### src/rtl/frame_pkg.sv
// Shared types and constants for the frame packer: FSM state encoding,
// default sync bytes and the frame length helper.
package frame_pkg;

  typedef enum logic [2:0] {
    ST_IDLE  = 3'd0,
    ST_SYNC0 = 3'd1,
    ST_SYNC1 = 3'd2,
    ST_SEQ   = 3'd3,
    ST_DATA  = 3'd4,
    ST_CSUM  = 3'd5
  } state_e;

  localparam logic [7:0] SYNC0_DEFAULT = 8'hA5;
  localparam logic [7:0] SYNC1_DEFAULT = 8'h5A;

  // Number of data_adcN ports physically present on the packer.
  localparam int MAX_CH = 6;

  // Total bytes on the wire: two sync bytes, SEQ, channel payload, CSUM.
  function automatic int frame_bytes(input int n_ch, input int width);
    return 4 + (n_ch * width) / 8;
  endfunction

endpackage

### src/rtl/frame_csum.sv
// Running 8-bit modular checksum of the SEQ and payload bytes of one frame.
module frame_csum (
  input  logic       clk,
  input  logic       rst_n,
  input  logic       clear,
  input  logic       add_en,
  input  logic [7:0] add_byte,
  output logic [7:0] sum
);

  logic [7:0] acc_q;
  logic [7:0] acc_d;

  // Clear wins so a back-to-back frame starts from zero.
  always_comb begin
    acc_d = acc_q;
    if (clear) begin
      acc_d = '0;
    end else if (add_en) begin
      acc_d = acc_q + add_byte;
    end
  end

  always_ff @(posedge clk) begin
    if (!rst_n) begin
      acc_q <= '0;
    end else begin
      acc_q <= acc_d;
    end
  end

  assign sum = acc_q;

endmodule

### src/rtl/frame_packer.sv
// Packs one snapshot of the filtered channel words per word_clk rising edge
// into a SYNC0/SYNC1/SEQ/payload/CSUM byte stream for the UART transmitter.
module frame_packer
  import frame_pkg::*;
#(
  parameter int         WIDTH = 16,
  parameter int         N_CH  = 6,
  parameter logic [7:0] SYNC0 = SYNC0_DEFAULT,
  parameter logic [7:0] SYNC1 = SYNC1_DEFAULT
) (
  input  logic             clk,
  input  logic             rst_n,
  input  logic             write_enable,
  input  logic [WIDTH-1:0] data_adc0,
  input  logic [WIDTH-1:0] data_adc1,
  input  logic [WIDTH-1:0] data_adc2,
  input  logic [WIDTH-1:0] data_adc3,
  input  logic [WIDTH-1:0] data_adc4,
  input  logic [WIDTH-1:0] data_adc5,
  output logic [7:0]       tx_data,
  output logic             tx_valid,
  input  logic             tx_ready,
  output logic             sync_pulse,
  output logic             busy,
  output logic             overrun,
  output state_e           state_dbg
);

  localparam int BPC        = WIDTH / 8;
  localparam int DATA_BYTES = N_CH * BPC;
  localparam int IDX_W      = (DATA_BYTES > 1) ? $clog2(DATA_BYTES) : 1;

  // Valid/ready: a byte moves on every cycle with tx_valid & tx_ready high;
  // while tx_valid is high and tx_ready low, tx_data holds its value.

  state_e             state_q, state_d;
  logic [IDX_W-1:0]   byte_idx_q, byte_idx_d;
  logic [7:0]         seq_q, seq_d;
  logic               we_q;
  logic               sync_pulse_q, sync_pulse_d;
  logic               overrun_q, overrun_d;
  logic [WIDTH-1:0]   snap_q [N_CH];
  logic [WIDTH-1:0]   snap_d [N_CH];
  logic [WIDTH-1:0]   adc_in [MAX_CH];

  logic               rise;
  logic               hs;
  logic               accept;
  logic               csum_add;
  logic [7:0]         csum;
  logic [7:0]         data_byte;

  always_comb begin
    adc_in[0] = data_adc0;
    adc_in[1] = data_adc1;
    adc_in[2] = data_adc2;
    adc_in[3] = data_adc3;
    adc_in[4] = data_adc4;
    adc_in[5] = data_adc5;
  end

  assign tx_valid   = (state_q != ST_IDLE);
  assign busy       = (state_q != ST_IDLE);
  assign sync_pulse = sync_pulse_q;
  assign overrun    = overrun_q;
  assign state_dbg  = state_q;

  assign rise = write_enable & ~we_q;
  assign hs   = tx_valid & tx_ready;

  always_comb begin
    state_d      = state_q;
    byte_idx_d   = byte_idx_q;
    seq_d        = seq_q;
    snap_d       = snap_q;
    sync_pulse_d = 1'b0;
    overrun_d    = 1'b0;
    accept       = 1'b0;
    csum_add     = 1'b0;

    case (state_q)
      ST_IDLE: begin
        if (rise) accept = 1'b1;
      end
      ST_SYNC0: begin
        if (hs) state_d = ST_SYNC1;
      end
      ST_SYNC1: begin
        if (hs) state_d = ST_SEQ;
      end
      ST_SEQ: begin
        if (hs) begin
          state_d    = ST_DATA;
          byte_idx_d = '0;
          csum_add   = 1'b1;
        end
      end
      ST_DATA: begin
        if (hs) begin
          csum_add = 1'b1;
          if (byte_idx_q == IDX_W'(DATA_BYTES - 1)) begin
            state_d = ST_CSUM;
          end else begin
            byte_idx_d = byte_idx_q + 1'b1;
          end
        end
      end
      ST_CSUM: begin
        if (hs) begin
          seq_d   = seq_q + 8'd1;
          state_d = ST_IDLE;
          // A new sample set landing exactly as CSUM leaves is chained, not dropped.
          if (rise) accept = 1'b1;
        end
      end
      default: state_d = ST_IDLE;
    endcase

    if (accept) begin
      state_d      = ST_SYNC0;
      sync_pulse_d = 1'b1;
      for (int c = 0; c < N_CH; c++) begin
        snap_d[c] = adc_in[c];
      end
    end else if (rise && (state_q != ST_IDLE)) begin
      overrun_d = 1'b1;
    end
  end

  // Payload byte k is byte (k % BPC) of channel (k / BPC), MSB byte first.
  always_comb begin
    data_byte = '0;
    for (int c = 0; c < N_CH; c++) begin
      for (int b = 0; b < BPC; b++) begin
        if (byte_idx_q == IDX_W'(c * BPC + b)) begin
          data_byte = snap_q[c][WIDTH-1-8*b -: 8];
        end
      end
    end
  end

  always_comb begin
    tx_data = '0;
    case (state_q)
      ST_SYNC0: tx_data = SYNC0;
      ST_SYNC1: tx_data = SYNC1;
      ST_SEQ:   tx_data = seq_q;
      ST_DATA:  tx_data = data_byte;
      ST_CSUM:  tx_data = csum;
      default:  tx_data = '0;
    endcase
  end

  frame_csum u_csum (
    .clk      (clk),
    .rst_n    (rst_n),
    .clear    (accept),
    .add_en   (csum_add),
    .add_byte (tx_data),
    .sum      (csum)
  );

  // we_q resets high so a word_clk already high at reset release is not an edge.
  always_ff @(posedge clk) begin
    if (!rst_n) begin
      state_q      <= ST_IDLE;
      byte_idx_q   <= '0;
      seq_q        <= '0;
      we_q         <= 1'b1;
      sync_pulse_q <= 1'b0;
      overrun_q    <= 1'b0;
      for (int c = 0; c < N_CH; c++) begin
        snap_q[c] <= '0;
      end
    end else begin
      state_q      <= state_d;
      byte_idx_q   <= byte_idx_d;
      seq_q        <= seq_d;
      we_q         <= write_enable;
      sync_pulse_q <= sync_pulse_d;
      overrun_q    <= overrun_d;
      for (int c = 0; c < N_CH; c++) begin
        snap_q[c] <= snap_d[c];
      end
    end
  end

endmodule
### config.mk
export PLATFORM = sky130hd
export DESIGN_NAME = frame_packer
export DESIGN_NICKNAME = d
export VERILOG_FILES = /design/src/rtl/frame_pkg.sv /design/src/rtl/frame_csum.sv /design/src/rtl/frame_packer.sv
export SDC_FILE = /design/constraint.sdc
export NUM_CORES = 1
export LEC_CHECK = 0
export ABC_CLOCK_PERIOD_IN_PS = 4600
export CAP_MARGIN = 20
export CORE_ASPECT_RATIO = 1.5
export CORE_UTILIZATION = 35
export DETAILED_ROUTE_END_ITERATION = 8
export HOLD_SLACK_MARGIN = 0.06
export PLACE_DENSITY = 0.6
export SETUP_SLACK_MARGIN = 0.3
export SYNTH_ARGS = -nofsm -noshare
export SYNTH_HDL_FRONTEND = slang
export SYNTH_SLANG_ARGS = --single-unit
### constraint.sdc
create_clock -name clk -period 4.6 [get_ports clk]
set_input_delay 0.46 -clock clk [delete_from_list [all_inputs] [get_ports clk]]
set_output_delay 0.46 -clock clk [all_outputs]
set_load 0.01 [all_outputs]
==> flow_summary.toml <==
[status]
status = "completed"

[final_layout]
n_antenna_cell = 0
layout_commonest_cell = "dfxtp_1"
nets = 787
layout-area-overhead-vs-synth_pct = 32.99
drive_gt1_frac = 0.07424
layout_common_cells = "dfxtp_1 (122), clkdlybuf4s50_1 (114), a22o_1 (94), nand2_1 (57), o21ai_0 (28)"

[global_routing]
grt_pass1_vias = 4847
grt_util_all_layers = 0.2077
grt_pass1_wl_um = 25640
antenna_found_initial = 0
overflow = 0
grt_max_degree = 96

[power]
power.density_mw_per_mm2 = 370.9
power.total_w = 0.002716
vdd_drop_max_mv = 0.1964
p_leak_nw = 2.747
pwr-share-seq = 0.411
p_clk_frac = 0.513
switching_power_w = 0.0006170
p_sw_frac = 0.2272
p_comb_frac = 0.076
internal-power_w = 0.002099

[clocking]
ctsHtreeMaxLevel = 4
tritoncts = "done"
clk_pin_slew_ns = 0.06
cts_sinks = 122
postCtsHoldBufs = 0
clock_latency_ns = 0.42
cts_buffers = 17
cts-root-buf = "clkbuf_16"
clk_path_buf_depth = 2

[timing]
final.setup.worst_slack_ns = 0.6312
post-route-period-util = 0.8628
worst-slew-pin-transition_ns = 1.083
finalCriticalPeriod_ns = 3.969
rsz0062_at_grt = "yes"
setup_viol = 0
slew_headroom = 0.2782
max_freq_mhz = 252.0
finalClockSkew_ns = 0.008017
maxSlewViolCount = 0
finalSetupTns_ns = 0
hold_violations = 0
hold-worst-slack_ns = 0.4785

[worst_setup_path]
worst_setup_path_end_kind = "flop"
critPathRequiredTime_ns = 4.94
rr_endpoint = "u_csum.sum[7]"
cp_max_fo = 23
reg2reg_slack_ns = 0.63
crit_arrival_ns = 4.30
reg2reg_depth = 14
r2r-start = "byte_idx_q[2]"
crit_type = "flop to flop"
startpoint_type = "flop"

[floorplanning]
rows = 55
io_pins = 115
die_x_um = 104.4
core_sq_mm = 0.01521
dieArea_sq_mm = 0.01625
start_util = 0.3621
dieHeight_um = 155.6

[routing]
remaining_drc_errors = 0
totalWireLength_um = 16490
ant_nets = 0
drtIter0Drc = 306
first_pass_iters = 5
vias = 4795
wire_per_inst_um = 18.61
viasPerCell = 5.412

[synth]
syn-num-nets = 697
ys_seq_area_frac = 0.4435
yosysUniqueCellTypes = 56
syn_avg_cell_area_sq_um = 9.429
synth_top_area_frac = 0.4435
synth_area_leaders = "dfxtp_1 (44%), a22o_1 (15%), nand2_1 (3.9%)"
ys_ff_latch = 122
synth-main-ff-cell = "dfxtp_1"
syn_inst = 584
synth_warnings = 0
synth_top_area_cell = "dfxtp_1"
synth-edff-count = 0
async_flop_share = 0
synthesis.area_sq_mm = 0.005507

[min_path]
holdCritStartpoint = "snap_q[29]"
min_delay_path_depth = 1
hp-class = "flop to flop"
whs_endpoint = "snap_q[29]"

[flow_run]
cap_violations = 0

[placed_design]
post-place-ws_ns = 0.6166
hpwlAfterDp_um = 11730
gp_congestion = 0.8957
io_buffers = 114
## critical path, stage by stage (launching register included)
cell and delay [ns]:
dfxtp_1 0.79, nand2b_1 0.21, nor4b_2 0.56, a22oi_1 0.15
a31oi_1 0.24, a221oi_1 0.08, o21ai_1 0.34, ha_1 0.30
a21o_1 0.17, a211oi_1 0.29, o21ai_0 0.20, a21oi_1 0.15
and3_1 0.23, o21ai_1 0.10, o31ai_2 0.07
## area by class of cell
class / instances / area [sq um]
Tap cell: 199 / 249.0
Timing Repair Buffer: 120 / 1186
Sequential cell: 122 / 2442
Inverter: 9 / 33.78
Fill cell: 1422 / 7885
Multi-Input combinational cell: 404 / 2791
Clock inverter: 13 / 167.7
Clock buffer: 19 / 452.9
## state kept, by name, summed over array words and instances (netlist names)
register	cells
byte_idx_q	4
overrun	1
seq_q	8
snap_q	96
state_dbg	3
sync_pulse	1
u_csum.sum	8
we_q	1
## Yosys cell counts, types with 9 or more instances
cell type / count
inv_1: 9
nor2b_1: 18
a21oi_1: 24
ha_1: 12
o21ai_0: 28
a22o_1: 94
a221oi_1: 12
and2_1: 12
o21ai_1: 15
xnor2_1: 10
dfxtp_1: 122
buf_2: 12
clkbuf_1: 21
nor2_1: 15
a22oi_1: 10
nand2_1: 57
## kinds of logic after synthesis
logic type,Yosys count,synth area share
flops,122,0.4435
simple gates,144,0.1361
fa+ha+maj,13,0.03090
xor+xnor,15,0.02386
buf+inv,58,0.05317
compound gates,232,0.3124
## timing repair
action,in CTS,in global routing
buffers inserted,0,0
resized for setup,0,3
setup endpoints to repair,0,2
## layer usage
layer  track usage  part of all wire  up-vias
met3       0.04511             0.046       20
met2        0.3800              0.53      143
met4       0.08367             0.020        0
li1              -                 -     2362
met1        0.2314              0.40     2270
met5             0                 0        -
## worst max path at each step
stage / start / to / cells past startpoint
finish: byte_idx_q[2] / u_csum.sum[7] / 14
detailed placement: byte_idx_q[0] / u_csum.sum[6] / 18
global placement: byte_idx_q[0] / u_csum.sum[6] / 18
global route: byte_idx_q[0] / u_csum.sum[6] / 16
floorplan: byte_idx_q[1] / u_csum.sum[6] / 18
CTS: byte_idx_q[0] / tx_data[6] / 10
## stage by stage
| step | utilization | area (sq um) | std cells |
|---|---|---|---|
| 6_report | 0.4815 | 7323 | 886 |
| 4_1_cts | 0.4810 | 7316 | 886 |
| 3_3_place_gp | 0.4402 | 6695 | 854 |
| 3_5_place_dp | 0.4402 | 6695 | 854 |
| 2_1_floorplan | - | 5507 | 584 |
| 5_1_grt | 0.4815 | 7323 | 886 |
## power by group through the flow
stage | Combinational, W | Clock [W] | Sequential, W
2_1_floorplan | 0.0000929 | 0 | 0.00113
3_3_place_gp | 0.000206 | 0 | 0.00114
3_5_place_dp | 0.000207 | 0 | 0.00114
4_1_cts | 0.000209 | 0.00141 | 0.00112
5_1_grt | 0.000222 | 0.00147 | 0.00112
6_report | 0.000207 | 0.00139 | 0.00112
(Power assumes the default switching activity.)
